--- src/rtl/wordcell_access_ctrl.sv ---
// Request-driven sequencer for the word-cell array: setup, select pulse
// and recover phases around each read or write, then a held response.
module wordcell_access_ctrl #(
    parameter int DATA_W    = 8,
    parameter int DEPTH     = 4,
    parameter int ADDR_W    = 2,
    parameter int SETUP_CYC = 1,
    parameter int PULSE_CYC = 2
) (
    input  logic                    clk,
    input  logic                    rst,
    input  logic                    req_valid,
    output logic                    req_ready,
    input  logic                    req_we,
    input  logic [ADDR_W-1:0]       req_addr,
    input  logic [DATA_W-1:0]       req_wdata,
    output logic                    rsp_valid,
    input  logic                    rsp_ready,
    output logic [DATA_W-1:0]       rsp_rdata,
    output logic                    rsp_err,
    output logic                    op,
    output logic [DEPTH-1:0]        sel,
    output logic [DATA_W-1:0]       in_bus,
    input  logic [DEPTH*DATA_W-1:0] rd_bus
);

    typedef enum logic [2:0] {IDLE, SETUP, PULSE, RECOVER, RESP} state_t;

    localparam int CMAX  = (SETUP_CYC > PULSE_CYC) ? SETUP_CYC : PULSE_CYC;
    localparam int CNT_W = $clog2(CMAX + 1);
    localparam logic [ADDR_W:0] DEPTH_V = (ADDR_W + 1)'(DEPTH);

    state_t             state, state_d;
    logic [CNT_W-1:0]   cnt, cnt_d;
    logic [ADDR_W-1:0]  addr_q, addr_d;
    logic               req_ready_d, rsp_valid_d, rsp_err_d, op_d;
    logic [DATA_W-1:0]  rsp_rdata_d, in_bus_d, word;
    logic [DEPTH-1:0]   sel_d, one_hot;
    logic               addr_ok;

    // Address decode and read-word mux, both driven from the latched address
    always_comb begin
        addr_ok = ({1'b0, addr_q} < DEPTH_V);
        one_hot = '0;
        word    = '0;
        for (int k = 0; k < DEPTH; k++) begin
            if (addr_q == ADDR_W'(k)) begin
                one_hot[k] = 1'b1;
                word       = rd_bus[k*DATA_W +: DATA_W];
            end
        end
    end

    always_comb begin
        state_d     = state;
        cnt_d       = cnt;
        addr_d      = addr_q;
        req_ready_d = req_ready;
        rsp_valid_d = rsp_valid;
        rsp_rdata_d = rsp_rdata;
        rsp_err_d   = rsp_err;
        op_d        = op;
        sel_d       = sel;
        in_bus_d    = in_bus;
        unique case (state)
            IDLE: begin
                if (req_valid) begin
                    addr_d      = req_addr;
                    op_d        = req_we;
                    in_bus_d    = req_we ? req_wdata : '0;
                    req_ready_d = 1'b0;
                    cnt_d       = CNT_W'(SETUP_CYC - 1);
                    state_d     = SETUP;
                end
            end
            SETUP: begin
                if (cnt == '0) begin
                    cnt_d   = CNT_W'(PULSE_CYC - 1);
                    state_d = PULSE;
                    if (addr_ok) sel_d = one_hot;
                    else rsp_err_d = 1'b1;
                end else begin
                    cnt_d = cnt - 1'b1;
                end
            end
            PULSE: begin
                if (cnt == '0) begin
                    sel_d   = '0;
                    state_d = RECOVER;
                    if (!op && addr_ok) rsp_rdata_d = word;
                end else begin
                    cnt_d = cnt - 1'b1;
                end
            end
            RECOVER: begin
                op_d        = 1'b0;
                in_bus_d    = '0;
                rsp_valid_d = 1'b1;
                state_d     = RESP;
            end
            RESP: begin
                if (rsp_ready) begin
                    rsp_valid_d = 1'b0;
                    rsp_rdata_d = '0;
                    rsp_err_d   = 1'b0;
                    req_ready_d = 1'b1;
                    state_d     = IDLE;
                end
            end
            default: state_d = IDLE;
        endcase
    end

    always_ff @(posedge clk) begin
        if (rst) begin
            state     <= IDLE;
            cnt       <= '0;
            addr_q    <= '0;
            req_ready <= 1'b1;
            rsp_valid <= 1'b0;
            rsp_rdata <= '0;
            rsp_err   <= 1'b0;
            op        <= 1'b0;
            sel       <= '0;
            in_bus    <= '0;
        end else begin
            state     <= state_d;
            cnt       <= cnt_d;
            addr_q    <= addr_d;
            req_ready <= req_ready_d;
            rsp_valid <= rsp_valid_d;
            rsp_rdata <= rsp_rdata_d;
            rsp_err   <= rsp_err_d;
            op        <= op_d;
            sel       <= sel_d;
            in_bus    <= in_bus_d;
        end
    end

endmodule

--- config.mk ---
export PLATFORM = sky130hd
export DESIGN_NAME = wordcell_access_ctrl
export DESIGN_NICKNAME = d
export VERILOG_FILES = /design/src/rtl/wordcell_access_ctrl.sv
export SDC_FILE = /design/constraint.sdc
export NUM_CORES = 1
export LEC_CHECK = 0
export ABC_AREA = 1
export ABC_CLOCK_PERIOD_IN_PS = 1500
export CORE_MARGIN = 5
export CORE_UTILIZATION = 25
export DETAILED_ROUTE_END_ITERATION = 6
export RECOVER_POWER = 25
export SYNTH_ARGS = -nofsm -noshare
export SYNTH_HDL_FRONTEND = slang
export SYNTH_SLANG_ARGS = --single-unit
export TNS_END_PERCENT = 100
--- constraint.sdc ---
create_clock -name clk -period 1.5 [get_ports clk]
set_input_delay 0.225 -clock clk [delete_from_list [all_inputs] [get_ports clk]]
set_output_delay 0.225 -clock clk [all_outputs]
set_load 0.05 [all_outputs]
Yosys cells after proc, flatten, opt, wreduce, memory -nomap -nowiden

Cells that the tools add are included.

Equal/unequal tests: 13
Multiplexer cells: 34
Reductions and logical operators: 17
Add/subtract/negate cells: 1

Operator list:

| kind                                                                | number |
|---|---|
| 8-bit 2-to-1 mux                                                    | 9 |
| 8-bit one-hot mux with 2 select lines                               | 2 |
| 3-bit one-hot mux with 5 select lines                               | 1 |
| 3-bit 2-to-1 mux                                                    | 4 |
| 2-bit != test (second input constant)                               | 6 |
| 2-bit nonzero test                                                  | 5 |
| 3-bit AND reduction                                                 | 3 |
| 1-bit 2-to-1 mux                                                    | 8 |
| 4-bit 2-to-1 mux                                                    | 2 |
| 4-bit one-hot mux with 2 select lines                               | 1 |
| 4-bit AND reduction                                                 | 2 |
| 3-bit by 2-bit == test with 1-bit output (second input constant)    | 2 |
| 2-bit 2-to-1 mux                                                    | 3 |
| 1-bit one-hot mux with 2 select lines                               | 3 |
| 2-bit one-hot mux with 3 select lines                               | 1 |
| 2-bit AND reduction                                                 | 3 |
| 2-bit == test (second input constant)                               | 2 |
| 2-bit zero test                                                     | 2 |
| 3-bit by 1-bit == test with 1-bit output (second input constant)    | 1 |
| 3-bit == test (second input constant)                               | 1 |
| 3-bit zero test                                                     | 1 |
| 3-bit nonzero test                                                  | 1 |
| 2-bit by 1-bit == test with 1-bit output (second input constant)    | 1 |
| 2-bit by 1-bit subtractor with 2-bit output (second input constant) | 1 |

Input bits: 47
Word-level logic and storage cells: 74
Flip-flop bits (word level): 30

Depth between registers and ports, before layout

Gate-level depths: netlist of run 1.

Depth after elaboration: 8
Depth in mapped cells: 9

Worst setup path before layout of run 1

OpenSTA, ideal clock, no wires.

Path kind: reg-to-reg
Start point: register op
End point: register rsp_rdata[5]
Data required time: 1.384 ns
Stages on the path, launching flop included: 6
Setup time: 0.116 ns
Setup slack: 0.170 ns
Clock period less this slack: 1.330 ns
Path buffers: 0
Data arrival time: 1.214 ns
Cell sequence: dfxtp_1 > nand3_1 > nand2_1 > nor2_4 > o21ai_0 > nor2_1

Word-level cells in the longest chain between the ends: 2

Ends and longest elaborated chain:

| what                          | RTL line | text |
|---|---|---|
| from (decl)                   | 21       | `output logic op,` |
| from (signal assigned)        | 134      | `op <= op_d;` |
| 2-bit != test (no line)       | --       |  |
| 4-bit AND reduction (no line) | --       |  |
| to (signal assigned)          | 132      | `rsp_rdata <= rsp_rdata_d;` |
| to (decl)                     | 19       | `output logic [DATA_W-1:0] rsp_rdata,` |

Every way passes these cells.
A chain may end at the register's enable or synchronous reset.

Worst setup path in the final report of run 1

Start point: register addr_q[0]
End point: register rsp_rdata[7]

Word-level cells in the longest chain between the ends: 8
Elaborated cells between the ends (all ways): 11
Those cells by class: eq/ne: 3; mux: 7; reduce/logical: 1

Ends and longest elaborated chain:

| what                                    | RTL line | text |
|---|---|---|
| from (decl)                             | 35       | `logic [ADDR_W-1:0] addr_q, addr_d;` |
| from (signal assigned)                  | 129      | `addr_q <= addr_d;` |
| 2-bit zero test                         | 47       | `if (addr_q == ADDR_W'(k)) begin` |
| 8-bit 2-to-1 mux (3 in a row)           | 47       |  |
| 8-bit 2-to-1 mux *                      | 47       |  |
| 8-bit 2-to-1 mux *                      | 90       | `if (!op && addr_ok) rsp_rdata_d = word;` |
| 8-bit 2-to-1 mux *                      | 87       | `if (cnt == '0) begin` |
| 8-bit one-hot mux with 2 select lines * | 65       | `unique case (state)` |

Mark *: on every way between the ends. The rest lies on a longest branch, timed or not. The select of a mux whose other input is x is not followed.

==> impl_results.md, run 1 <==
- Layout area overhead: 55.9%
- Sequential element share of the synthesized area: 38.6%
- Status: complete, no violations
- Final Slew Violations: 0
- Tcrit/Tclk final: 89.8%
- Endpoint, Worst Hold: in_bus[4]
- CTS root buf: clkbuf_8
- Die Y: 88.9 um
- Setup TNS: 0 ps
- Worst R2R End: rsp_rdata[7]
- Wire per inst: 12.6 um
- Final nets: 356
- Pwr per Cell Area: between 1500 and 2000 mW/mm^2
- Skew-Pair Late Insertion Delay: approximately 280 ps
- Data required time of the critical path: between 1500 and 2000 ps
- Hold Startpoint: in_bus[4]
- Worst slew pin tran: between 600 and 700 ps
- Hold depth: 2
- Crit path kind: reg2reg
- # port buffers: roughly 70
- Final wirelength: 4.82 mm
- CTS HTree Levels: 2
- Max Freq: 742 MHz
- Seq cells post-synth: 30
- Layout cells sized above 1: 15.9%
- Layout Skew: between 5 and 6 ps
- Net Sw Frac: a little under half
- Vias: 1,726
- GR Util All Layers: 12.8%
- # diodes: 0
- Grt ovf: 0
- R2r startpoint: addr_q[0]
- First-pass GRT wire length: around 8 mm
- Num CTS Buffers: 5
- Sequential share of power: 30.5%
- Core area: 0.00599 sq mm
- CTS tree: built
- Peak VDD IR: 0.646 mV
- Post-synth cell types: 24
- Max FO, Critical Path: 8
- Clk buf depth: 2
- Pleak: 0.00100 uW
- R2R cell count: 6
- Number of max-cap violations: 0
- Gate power share: 51.8%
- RSZ-0062 raised after global routing: false
- Placed insts: between 300 and 400
- DIE WIDTH: 88.9 um
- DRT antenna net count: 0
- Drt first pass iters: 4
- Count of final setup violators: 0
- Synth Area per Inst: 6.71 sq um
- Routability cong.: 0.812
- Synth Instances: 232
- DRC Markers: 0
- DR vias/cell: ~4.5
- CTS sink count: 30
- Post-route insts no fill: 383
- Die footprint: just under 0.008 sq mm
- Pint: 2060 uW
- Tmin final: 1350 ps
- Net switching power: roughly 1800 uW
- Post-DP HPWL: 3.83 mm
- Boundary pin count: 71
- # Post-CTS Setup Buffers: 0
- 1st-iter DRT viols: 87
- WP data arrival: 1520 ps
- Worst-path clk slew: 70 ps
- Flop2flop setup slack: 150 ps
- Relative slew margins: approximately three fifths
- Mapped Nets: 281
- Initial antenna violation count: 0
- Largest net degree at the start of global routing: 16
- HP Class: reg2reg
- Syn. warnings: 0
- Critical Path Sink Type: flop
- Vias in the first global route: 1,651
- Row count: 28
- Mapped Area: 0.00156 sq mm
- Final hold violations: 0
- Startpoint Class: flop
- Starting Density: 26.0%
- Clk network pwr share: between 10% and 20%
-- synth_stat cells (all sizes together) --
cell type  number  area (sq um)
nand3          18           100
nor3            2          20.0
nor2           15          71.3
a21oi          27           135
ha              2          25.0
buf             6          32.5
o22ai           1          6.26
clkbuf          4          16.3
nand2          64           243
clkinv          1          3.75
nand3b          1          7.51
or2             4          25.0
nand4          13          81.3
o21ai          19          95.1
inv            24          90.1
conb            1          3.75
dfxtp          30           601
-- worst max path at each step --
stage               cells after the start           end       from
global route                            8  rsp_rdata[3]     cnt[0]
CTS                                     7  rsp_rdata[7]   state[1]
detailed placement                      7  rsp_rdata[0]  rsp_ready
finish                                  6  rsp_rdata[7]  addr_q[0]
global placement                        7  rsp_rdata[0]  rsp_ready
floorplan                               5  rsp_rdata[5]         op
-- registers in the layout, indices dropped and copies added (netlist names) --
signal / cells
in_bus: 8
rsp_rdata: 8
sel: 4
state: 3
addr_q: 2
cnt: 2
op: 1
req_ready: 1
rsp_valid: 1
-- layout by cell type (no fill, tap or decap), drive strengths merged --
cell / synthesis / layout
a21oi: 27 / 27
nor3: 2 / 2
ha: 2 / 2
conb: 1 / 1
nand2: 64 / 64
dfxtp: 30 / 30
clkdlybuf4s50: 0 / 46
o22ai: 1 / 1
nand4: 13 / 13
nor2: 15 / 15
or2: 4 / 4
clkbuf: 4 / 17
inv: 24 / 24
buf: 6 / 20
o21ai: 19 / 19
clkinv: 1 / 1
dlymetal6s2s: 0 / 1
nand3: 18 / 18
nand3b: 1 / 1
clkinvlp: 0 / 2
-- worst max-delay path, cell delays in order, from the launching register on --
cell and delay (ps):
dfxtp_1 480, inv_2 150, or2_2 310, nand3_1 100, a21oi_1 60, nor2_1 90
nor2_1 50
-- power groups by stage --
stage	clock network [uW]	registers (uW)	logic, uW
after global routing	730	1200	2230
after global placement	0	1180	2030
after detailed placement	0	1180	2060
after floorplan	0	1520	981
after CTS	701	1170	2060
final	682	1170	2000
-- logic make-up after synthesis --
family	Yosys count	synth area share [%]
adder cells (fa/ha/maj)	2	1.61
AND/OR/NAND/NOR	117	35.2
AO/OA/AOI/OAI	47	15.2
flip-flops	30	38.6
buffers and inverters	35	9.16
other	1	0.241
-- layer usage --
| layer | part of all wire, % | vias up | track usage, % | wire, um |
|---|---|---|---|---|
| li1 | - | 913 | - | - |
| met1 | 47 | 765 | 17.2 | 2280 |
| met2 | 45 | 45 | 19.8 | 2160 |
| met3 | 7.3 | 3 | 4.52 | 352 |
| met4 | 0.60 | 0 | 2.47 | 29 |
| met5 | 0 | - | 0 | 0 |
-- through the flow --
step	power [uW]	util, %	worst slack, ps	cell area (sq um)	hold WS [ps]
detailed placement	3240	39.5	13.1	2360	458
global route	4160	40.5	13.7	2430	489
CTS	3930	41.1	94.8	2460	468
finish	3850	40.5	152	2430	465
floorplan	2500	-	170	1560	294
global placement	3210	39.5	52.6	2360	459
-- layout make-up --
class	count	area (sq um)
fill	634	3560
sequential	30	601
clock inverter	2	12.5
clock buffer	6	82.6
inverter	25	97.6
tap	75	93.8
timing repair buffer	78	712
multi-input combinational	167	828
-- repair_timing --
item,4_1_cts,5_1_grt
resized for setup,0,7
hold buffers,0,0
hold endpoints to repair,0,0
endpoints found under the setup margin,0,10
No activity file was read; power rests on OpenSTA's default activity.
==> run 2: changes to the inputs <==
--- a/config.mk
+++ b/config.mk
@@ -6,7 +6,7 @@
 export NUM_CORES = 1
 export LEC_CHECK = 0
 export ABC_AREA = 1
-export ABC_CLOCK_PERIOD_IN_PS = 1500
+export ABC_CLOCK_PERIOD_IN_PS = 1600
 export CORE_MARGIN = 5
 export CORE_UTILIZATION = 25
 export DETAILED_ROUTE_END_ITERATION = 6
==> constraint.sdc (replaced) <==
create_clock -name clk -period 1.6 [get_ports clk]
set_input_delay 0.24 -clock clk [delete_from_list [all_inputs] [get_ports clk]]
set_output_delay 0.24 -clock clk [all_outputs]
set_load 0.05 [all_outputs]
==> run 2 against run 1 <==
Global-route usage fell by 0.66 points. Die area unchanged. Cell count shrank 0.78%. Clock-buffer cell count did not move. Sequential power down 9%. Critical path depth unchanged. Non-clock buffer count shrank 3. Clock skew grew 3.8 ps. Design area fell by 4.0%. Critical endpoint unchanged.
==> impl_results.md, run 2 (synthesis results as in run 1) <==
- Regs by FF count: in_bus: 8 flops, rsp_rdata: 8 flops, sel: 4 flops
- First-pass GRT wire length: 7.45 mm (-5.4%)
- Critical Path Sink Type: flop
- WP data arrival: 1560 ps (+40 ps)
- Pre-CTS WS: 37.9 ps (+24.8 ps)
- RSZ-0062 raised after global routing: false
- Pwr per Cell Area: 1490 mW/mm^2 (-5.8%)
- Pleak: 0.000953 uW (-4.9%)
- CP max stage cell: dfxtp_1
- Starting Density: 26.0% (unchanged)
- Worst path cell trace: inv_1 -> or2_2 -> nand3_1 -> a21oi_1 -> nor2_1 -> nor2_1
- Filler cells: 656 (+3.5%)
- HP Class: reg2reg
- CTS sink count: 30 (unchanged)
- Gate power share: 51.1% (-0.7 points)
- Routability cong.: 0.826 (+1.7%)
- Pint: 1850 uW (-11%)
- Final wirelength: 4.73 mm (-1.9%)
- Data required time of the critical path: 1770 ps (+100 ps)
- Largest net degree at the start of global routing: 16 (unchanged)
- Number of max-cap violations: 0 (unchanged)
- Cell mode on critical path: nor2_1
- # diodes: 0 (unchanged)
- Drt first pass iters: 5 (+1)
- DIE WIDTH: 88.9 um (unchanged)
- Status: complete, no violations
- DRT antenna net count: 0 (unchanged)
- # port buffers: 69 (unchanged)
- Net switching power: 1640 uW (-8.4%)
- DR vias/cell: 4.58 (+1.7%)
- CTS tree: built
- Die Y: 88.9 um (unchanged)
- Boundary pin count: 71 (unchanged)
- Layout area overhead: 49.8%
- Net Sw Frac: 47.0% (+0.60 points)
- Worst-path clk slew: 70 ps (about the same)
- Skew-Pair Late Insertion Delay: 280 ps (about the same)
- Relative slew margins: 58.3% (-0.11 points)
- Core area: 0.00599 sq mm (unchanged)
- Max Freq: 720 MHz (-2.9%)
- Row count: 28 (unchanged)
- 1st-iter DRT viols: 64 (-26%)
- CTS root buf: clkbuf_8
- Clk network pwr share: 18.3% (+0.6 points)
- Commonest non-fill, non-tap cells in the layout: nand2_1, clkdlybuf4s50_1, dfxtp_1
- Max stage delay on crit path: 450 ps (-30 ps)
- Tcrit/Tclk final: 86.8% (-3.1 points)
- Setup slack after layout: 212 ps (+59.5 ps)
- Commonest non-fill, non-tap cell in the layout: nand2_1
- Sequential share of power: 30.6% (about the same)
- Vias in the first global route: 1,664 (+0.79%)
- Max FO, Critical Path: 8 (unchanged)
- Count of final setup violators: 0 (unchanged)
- Startpoint Class: flop
- Crit path kind: reg2reg
- Tmin final: 1390 ps (+40.5 ps)
- Worst slew pin tran: 628 ps (+1.66 ps)
- Final Slew Violations: 0 (unchanged)
- DRC Markers: 0 (unchanged)
- Vias: 1,741 (+0.87%)
- Setup TNS: 0 ps (unchanged)
- Post-DP HPWL: 3.81 mm (-0.70%)
- Final nets: 353 (-0.84%)
- Wire per inst: 12.4 um (-1.1%)
- # Post-CTS Setup Buffers: 0 (unchanged)
- Clk buf depth: 2 (unchanged)
- Final hold violations: 0 (unchanged)
- Num CTS Buffers: 5 (unchanged)
- Layout Skew: 9.75 ps (+3.81 ps)
- CTS HTree Levels: 2 (unchanged)
- Layout cells sized above 1: 12.8% (-3.1 points)
- Peak VDD IR: 0.545 mV (-16%)
- Initial antenna violation count: 0 (unchanged)
- GR Util All Layers: 12.1% (-0.66 points)
- Grt ovf: 0 (unchanged)
- Die footprint: 0.00790 sq mm (unchanged)
run 2: changes by cell type in the layout (fill, tap and decap cells not counted):
cell	change
nand2_2	-3
inv_2	-1
inv_1	+1
dlymetal6s2s_1	-1
nand2_1	+3
clkbuf_1	+3
nor2_2	-1
buf_1	-1
clkinv_1	+1
clkbuf_2	-1
clkinvlp_4	-1
buf_12	-4
buf_4	+1
nor2_1	+1
run 2: critical path, delay by kind of cell (launching register included):
family / cells / cell delay [ps]
AND/OR/NAND/NOR: 4 / 550
AO/OA/AOI/OAI: 1 / 70
flip-flops: 1 / 450
buffers and inverters: 1 / 200
run 2: what timing repair did:
action / CTS / global route
hold endpoints to repair: 0 / 0
endpoints found under the setup margin: 0 / 2
resized for setup: 0 / 1
hold buffers: 0 / 0
run 2: final timing paths:
path / startpoint / to / slack, ps / cells past startpoint
max: addr_q[0] / rsp_rdata[7] / 210 / 6
min: in_bus[7] / in_bus[7] / 470 / 2
max reg2reg: addr_q[0] / rsp_rdata[7] / 210 / 6
min reg2reg: in_bus[7] / in_bus[7] / 470 / 2
run 2: metrics by stage:
| stage | std cells | area [sq um] | total power (uW) | utilization, % | hold slack, ps |
|---|---|---|---|---|---|
| global route | 380 | 2330 | 3760 | 38.9 | 485 |
| detailed placement | 372 | 2280 | 2920 | 38.1 | 459 |
| finish | 380 | 2330 | 3480 | 38.9 | 467 |
| global placement | 372 | 2280 | 2910 | 38.1 | 442 |
| floorplan | 232 | 1560 | 2340 | - | 309 |
| CTS | 380 | 2370 | 3570 | 39.6 | 470 |
run 2: routing by layer:
layer	up-vias	part of all wire (%)	GRT usage (%)
met5	-	0	0
met4	0	0.61	3.30
met3	4	6.5	3.96
met2	41	47	20.0
met1	793	46	15.1
li1	903	-	-
run 2: power groups by stage:
stage | logic (uW) | clock network [uW] | registers (uW)
after floorplan | 919 | 0 | 1420
after global placement | 1830 | 0 | 1090
after detailed placement | 1840 | 0 | 1080
after CTS | 1850 | 657 | 1070
after global routing | 1980 | 691 | 1090
final | 1780 | 637 | 1070
run 2: layout make-up:
class,instances,area (sq um),area share [%]
well taps,75,93.8,4.03
multi-input cells,167,818,35.1
flip-flops and latches,30,601,25.8
clock inverters,2,12.5,0.537
repair buffers,75,629,27.0
clock buffers,6,82.6,3.54
inverters,25,93.8,4.03
==> run 3: changes to the inputs <==
--- a/config.mk
+++ b/config.mk
@@ -7,7 +7,7 @@
 export LEC_CHECK = 0
 export ABC_AREA = 1
 export ABC_CLOCK_PERIOD_IN_PS = 1600
-export CORE_MARGIN = 5
+export CORE_MARGIN = 2
 export CORE_UTILIZATION = 25
 export DETAILED_ROUTE_END_ITERATION = 6
 export RECOVER_POWER = 25
==> run 3 against run 2 <==
Combinational power about the same. Maximum frequency decreased by 3.1%. Non-clock buffer count unchanged. Via count decreased by 1.4%.
==> impl_results.md, run 3 (synthesis results as in run 1) <==
- Row count: 28 (unchanged)
- Final Slew Violations: 0 (unchanged)
- CTS root buf: clkbuf_8
- Commonest non-fill, non-tap cells in the layout: nand2_1, clkdlybuf4s50_1, dfxtp_1
- Regs by FF count: in_bus: 8 flops, rsp_rdata: 8 flops, sel: 4 flops
- Status: complete, no violations
- Starting Density: 26.1% (+0.15 points)
- DIE WIDTH: 82.9 um (-6.7%)
- Final hold violations: 0 (unchanged)
- # diodes: 0 (unchanged)
- DRT antenna net count: 0 (unchanged)
- Cell family with most CP delay: simple AND/OR/NAND/NOR gates
- Die footprint: 0.00687 sq mm (-13%)
- Clk network pwr share: 18.5% (+0.2 points)
- Commonest non-fill, non-tap cell in the layout: nand2_1
- Worst-path clk slew: 60 ps (about the same)
- Worst slew pin tran: 625 ps (-3.42 ps)
- Utilization after layout: 39.1% (+0.14 points)
- Crit path kind: reg2reg
- CTS HTree Levels: 2 (unchanged)
- Peak VDD IR: 0.628 mV (+15%)
- DRC Markers: 0 (unchanged)
- Routability cong.: 0.843 (+2.1%)
- DR vias/cell: 4.52 (-1.4%)
- Total power: 3470 uW (-0.48%)
- Gate power share: 50.4% (-0.7 points)
- Final wirelength: 4.54 mm (-4.0%)
- Number of max-cap violations: 0 (unchanged)
- Critical Path Sink Type: flop
- CTS sink count: 30 (unchanged)
- Largest net degree at the start of global routing: 16 (unchanged)
- WP depth: 7 (+1)
- Multi-input logic area: 813 sq um (-0.61%)
- Tcrit/Tclk final: 89.6% (+2.8 points)
- Max stage delay on crit path: 480 ps (+30 ps)
- Register area: 601 sq um (unchanged)
- GR Util All Layers: 13.6% (+1.5 points)
- Layout area overhead: 49.4%
- Boundary pin count: 71 (unchanged)
- Sequential share of power: 31.1% (+0.5 points)
- Hold_ws: 461 ps (-5.94 ps)
- Post-DP HPWL: 3.64 mm (-4.3%)
- CTS tree: built
- Filler cells: 648 (-1.2%)
- Net switching power: 1630 uW (-0.50%)
- First-pass GRT wire length: 7.62 mm (+2.2%)
- Pint: 1840 uW (-0.46%)
- HP Class: reg2reg
- Tmin final: 1430 ps (+44.8 ps)
- Data required time of the critical path: 1770 ps (about the same)
- WP data arrival: 1600 ps (+40 ps)
- Max Freq: 698 MHz (-3.1%)
- 1st-iter DRT viols: 95 (+48%)
- # hold bufs at CTS: 0 (unchanged)
- Relative slew margins: 58.5% (+0.23 points)
- Wire per inst: 12.0 um (-4.0%)
- R2R cell count: 7 (+1)
- Grt ovf: 0 (unchanged)
- Pwr per Cell Area: 1490 mW/mm^2 (-0.26%)
- Startpoint Class: flop
- Hold depth: 2 (unchanged)
- Die Y: 82.9 um (-6.7%)
- Worst path cell trace: inv_1 -> nor2_1 -> nand2_1 -> nand3_1 -> nand2_1 -> nand3_1 -> a21oi_1
- Layout cells sized above 1: 12.8% (unchanged)
- Count of final setup violators: 0 (unchanged)
- CP max stage cell: dfxtp_1
- Net Sw Frac: 47.0% (about the same)
- Clk buf depth: 2 (unchanged)
- CP bufs+invs: 1 (unchanged)
- Pleak: 0.000959 uW (+0.60%)
- Vias: 1,716 (-1.4%)
- Vias in the first global route: 1,645 (-1.1%)
- Layout Skew: 7.79 ps (-1.95 ps)
- Drt first pass iters: 4 (-1)
- # port buffers: 69 (unchanged)
- Skew-Pair Late Insertion Delay: 290 ps (about the same)
- Final nets: 353 (unchanged)
- Max FO, Critical Path: 10 (+2)
- RSZ-0062 raised after global routing: true
- Post-route cell area: 0.00233 sq mm (-0.21%)
- Core area: 0.00596 sq mm (-0.58%)
- Num CTS Buffers: 5 (unchanged)
- Setup TNS: 0 ps (unchanged)
- CTS resizes: 0 (unchanged)
- Initial antenna violation count: 0 (unchanged)
- Placed standard-cell area: 0.00228 sq mm (unchanged)
[run 3: final cells by class]
cell class | count | share of cell area [%]
timing repair buffer | 75 | 27.2
clock buffer | 7 | 3.71
multi-input combinational | 167 | 35.0
clock inverter | 1 | 0.215
inverter | 25 | 4.03
sequential | 30 | 25.8
tap | 75 | 4.03
[run 3: power by group through the flow]
stage	combinational, uW	clock (uW)	sequential (uW)
final	1750	640	1080
after global placement	1810	0	1100
after global routing	1940	694	1110
after detailed placement	1810	0	1090
after CTS	1810	654	1080
after floorplan	919	0	1420
[run 3: tightest hold or removal path, stage by stage, from the launching register on]
cell and delay (ps):
dfxtp_1 310, nand2_1 60, a21oi_1 50
[run 3: worst paths after layout]
path	slack [ps]	end	startpoint
setup reg to reg	170	rsp_rdata[0]	addr_q[1]
hold reg to reg	460	rsp_valid	rsp_valid
setup / recovery	170	rsp_rdata[0]	addr_q[1]
hold / removal	460	rsp_valid	rsp_valid
[run 3: what timing repair did]
item,CTS,global route
endpoints found under the setup margin,0,1
endpoints found under the hold margin,0,0
buffers inserted,0,0
[run 3: per-layer routing]
layer | share of wire (%) | track usage (%) | vias to the layer above
met5 | 0 | 0 | -
li1 | - | - | 907
met3 | 5.0 | 3.78 | 9
met4 | 2.1 | 5.51 | 0
met1 | 46 | 16.3 | 759
met2 | 47 | 22.9 | 41
[run 3: per-stage QoR]
stage / worst slack, ps / instances
floorplan: 270 / 232
global route: -14.1 / 380
CTS: 173 / 380
finish: 167 / 380
global placement: 104 / 372
detailed placement: 38.3 / 372
==> variant 1 (config.mk and constraints of run 1) <==
`rsp_rdata` no longer has a reset.
--- a/src/rtl/wordcell_access_ctrl.sv
+++ b/src/rtl/wordcell_access_ctrl.sv
@@ -119,5 +119,4 @@
             req_ready <= 1'b1;
             rsp_valid <= 1'b0;
-            rsp_rdata <= '0;
             rsp_err   <= 1'b0;
             op        <= 1'b0;
@@ -130,5 +129,4 @@
             req_ready <= req_ready_d;
             rsp_valid <= rsp_valid_d;
-            rsp_rdata <= rsp_rdata_d;
             rsp_err   <= rsp_err_d;
             op        <= op_d;
@@ -138,4 +136,8 @@
     end
 
+    always_ff @(posedge clk) begin
+        rsp_rdata <= rsp_rdata_d;
+    end
+
 endmodule
 
Behaviour: differs if rst is asserted again (counterexample within 10 cycles, from zero or initial values and one cycle with rst high); with rst held inactive, the same outputs for 10 cycles.
==> variant 1 against run 1 <==
Design area shrank 1.2%. Synthesized cell count down 13%. Area after synthesis down 2.7%. Clock power increased by 16%. Non-clock buffer count rose by 3. Sequential cell count did not move. Power decreased by 1.7%. Clock skew grew 0.00088 ns. Global-route usage shrank 1.8 points. Worst setup slack worse by 0.0097 ns. Utilization about the same. Routed wire length is 13% lower. Via count decreased by 9.2%. Critical path type unchanged. Sequential share of layout area is 3.7 points higher.
==> variant 1: results <==
[status]
outcome = finished clean

[grt]
grt_first_pass_wirelength_um = 6713
grt_usage_pct = 11.00
grt_max_degree = 21
grt_pass1_vias = 1465

[routing]
routed_wl_um = 4174
drtIter0Drc = 102

[setup_path]
crit_end = rsp_rdata[3]
worstReg2RegEnd = rsp_rdata[3]
worst_ep_arrival_time_ns = 1.35
cp-startpoint = state[0]
r2r.worst_path.cells = 4

[finish]
fill_cells = 648
layout.nets = 331
drive_above_1_share_pct = 18.02

[power]
pg_clk_uw = 793
p_leak_nw = 1.026
powerDensity_nw_per_um2 = 1579
p_sw_share_pct = 42.06
irDropWorstVdd_v = 0.0007144
comb-power_mw = 1.83

[yosys]
synth.distinct_cells = 26
synthTopCellsByCount = nand2_1 (65), dfxtp_1 (22), inv_1 (20)
synth_top_cells_by_area = dfxtp_1 (29%), nand2_1 (16%), edfxtp_1 (16%), nand4_1 (6.6%), nand3_1 (5.6%)
yosysSeqAreaShare_pct = 44.92
synth_enable_flop_cells = 8
synth_fp_nets = 250

[place]
gp_congestion = 0.7812
place_hpwl_um = 3339

[sta]
fin_skew_ns = 0.006825
tightest_slew_ns = 0.6229
[variant 1: cell types whose count changed after synthesis, moves of 3 or more]
cell and delta:
a21oi_1 -12, a21oi_2 +4, dfxtp_1 -8, edfxtp_1 +8, nand4_1 +3, nor2_1 -6
o21ai_0 -16, or2_2 -4
[variant 1: cells by family (layout without fill, tap and decap cells)]
group                    after synthesis  count (layout)  share of synthesized area, %
AO/OA/AOI/OAI                         24              24                         9.083
buffers and inverters                 32             114                         9.248
other                                  1               1                        0.2475
adder cells (fa/ha/maj)                2               2                         1.651
flip-flops                            30              30                         44.92
AND/OR/NAND/NOR                      112             112                         34.85
[variant 1: per-layer routing]
layer / global-route usage (%) / part of all wire, % / up-vias
met4: 2.510 / 0.79 / 0
met1: 14.05 / 44 / 681
met5: 0 / 0 / -
met2: 17.81 / 45 / 63
met3: 3.951 / 11 / 6
li1: - / - / 818
[variant 1: layout make-up]
type,count,share of cell area [%]
multi-input combinational,139,29.54
timing repair buffer,81,29.49
sequential,30,28.39
inverter,25,4.123
tap,75,3.914
clock buffer,5,2.871
clock inverter,3,1.670
[variant 1: metrics by stage]
step / cells / hold slack, ns / cell area (um2) / worst slack [ns]
global placement: 349 / 0.4512 / 2322 / 0.09672
global route: 358 / 0.4788 / 2397 / 0.03481
detailed placement: 349 / 0.4606 / 2322 / 0.04529
finish: 358 / 0.4643 / 2397 / 0.1425
floorplan: 201 / 0.3951 / 1529 / 0.1292
CTS: 357 / 0.4713 / 2431 / 0.04158
[variant 1: repair_timing]
item                                    4_1_cts  5_1_grt
hold buffers                                  0        0
buffers inserted                              0        1
endpoints found under the setup margin        0        8
[variant 1: worst max-delay path, cell delays in order, from the launching register on]
cell     delay, ns
dfxtp_1       0.37
nor2_2        0.23
nand3_1       0.19
o31ai_4       0.12
buf_12        0.16
==> variant 2 (config.mk and constraints of run 1) <==
Made on the original files. Set the parameter `PULSE_CYC` to 4 (it was 2).
--- a/src/rtl/wordcell_access_ctrl.sv
+++ b/src/rtl/wordcell_access_ctrl.sv
@@ -6,5 +6,5 @@
     parameter int ADDR_W    = 2,
     parameter int SETUP_CYC = 1,
-    parameter int PULSE_CYC = 2
+    parameter int PULSE_CYC = 4
 ) (
     input  logic                    clk,
Function: changed (a bounded check fails within 10 cycles, from zero or initial values and one cycle with rst high).
==> variant 2 against run 1 <==
Design area up 12%. Die area grew 7.5%. Worst setup slack worse by 0.069 ns. Power up 20%. Sequential cell count grew 1. Area after synthesis increased by 8.4%. Routed wire length is 10% higher. Critical path type unchanged. Critical endpoint is now rsp_rdata[1]. Highest routed layer unchanged.
==> variant 2: results <==
[status]
outcome = finished clean

[grt]
grt_first_pass_wirelength_um = 8652
grt_pass1_vias = 1826
grt_use_met2_pct = 20.19
grt_max_degree = 20
gr-usage-met3_pct = 3.938
antenna_found_initial = 0
grt_usage_pct = 12.69

[sta]
finalSetupViolCount = 0
period_needed_ns = 1.417
fin_skew_ns = 0.006512

[yosys]
synth_adder_area_share_pct = 1.483
synth.distinct_cells = 27
synth_top_cells_by_area = dfxtp_1 (37%), nand2_1 (14%), a21oi_1 (9.2%), inv_1 (6.4%), nor2_1 (5.3%)
yosysSeqAreaShare_pct = 36.77
synthTopCellsByCount = nand2_1 (64), a21oi_1 (31), dfxtp_1 (31)
synthXorXnorAreaFrac_pct = 0.5189
syn_area_per_cell_um2 = 6.542
synth_compound_area_share_pct = 13.34
synth_fp_nets = 307

[power]
irDropWorstVdd_v = 0.0008043
p_leak_nw = 1.160

[setup_path]
crit_path_top_delay_cell = dfxtp_2
cp-startpoint = cnt[1]
r2r_setup_slack_ns = 0.08
path_max_fanout = 4
worstReg2RegEnd = rsp_rdata[1]
end_kind = flop
r2r.worst_path.cells = 11
crit_path_max_incr_delay_ns = 0.32

[worst_hold_path]
hold_start = in_bus[2]

[place]
io_buffers = 69
place_hpwl_um = 4120
preCtsSetupSlack_ns = -0.01486
gp_congestion = 0.8143
dp_cells = 410

[routing]
drtIter0Drc = 94
routedWlPerCell_um = 12.61
num_vias = 1880
viasPerCell = 4.466

[finish]
drive_above_1_share_pct = 23.75
layout.nets = 389
[variant 2: cell types whose count changed after synthesis, sizes merged]
| cell | change |
|---|---|
| nor2 | +12 |
| inv | +8 |
| o21ai | -5 |
| a21oi | +4 |
| nand2 | +4 |
| nand4 | -3 |
| nor3 | +2 |
| or2 | +2 |
| dfxtp | +1 |
| nand3 | +1 |
| o22ai | -1 |
| xor2 | +1 |
[variant 2: timing repair]
item | 4_1_cts | 5_1_grt
hold buffers | 0 | 0
gates cloned | 0 | 0
pin swaps | 0 | 8
setup buffers | 0 | 3
gates resized for setup | 1 | 23
setup endpoints to repair | 4 | 20
[variant 2: power by group]
group,internal [mW],total [mW],switching (mW),leakage [nW]
logic,1.11,2.72,1.61,0.864
clock network,0.324,0.661,0.337,0.0412
registers,1.04,1.25,0.209,0.255
[variant 2: through the flow]
stage | power, mW | instance area, um2 | hold slack, ns | TNS, ns
2_1_floorplan | 2.820 | 1688 | 0.3699 | 0
3_3_place_gp | 3.661 | 2549 | 0.4552 | 0
6_report | 4.629 | 2723 | 0.4673 | 0
4_1_cts | 4.373 | 2636 | 0.4718 | 0
3_5_place_dp | 3.681 | 2549 | 0.4590 | -0.02654
5_1_grt | 5.005 | 2723 | 0.4959 | -0.1129
[variant 2: tightest hold or removal path, stage by stage (launching register included)]
cell and delay [ns]:
dfxtp_1 0.31, nand2_1 0.06, a21oi_1 0.05
[variant 2: cell type report]
type	instances	area, um2
timing repair buffer	85	844.6
multi-input combinational	184	937.1
inverter	33	126.4
sequential	31	629.4
fill	724	3959
clock inverter	2	12.51
tap	80	100.1
clock buffer	6	72.57
[variant 2: layer usage]
layer | vias to the layer above | wire, um
li1 | 988 | -
met1 | 832 | 2389
met3 | 6 | 353
met2 | 54 | 2501
met4 | 0 | 65
met5 | - | 0
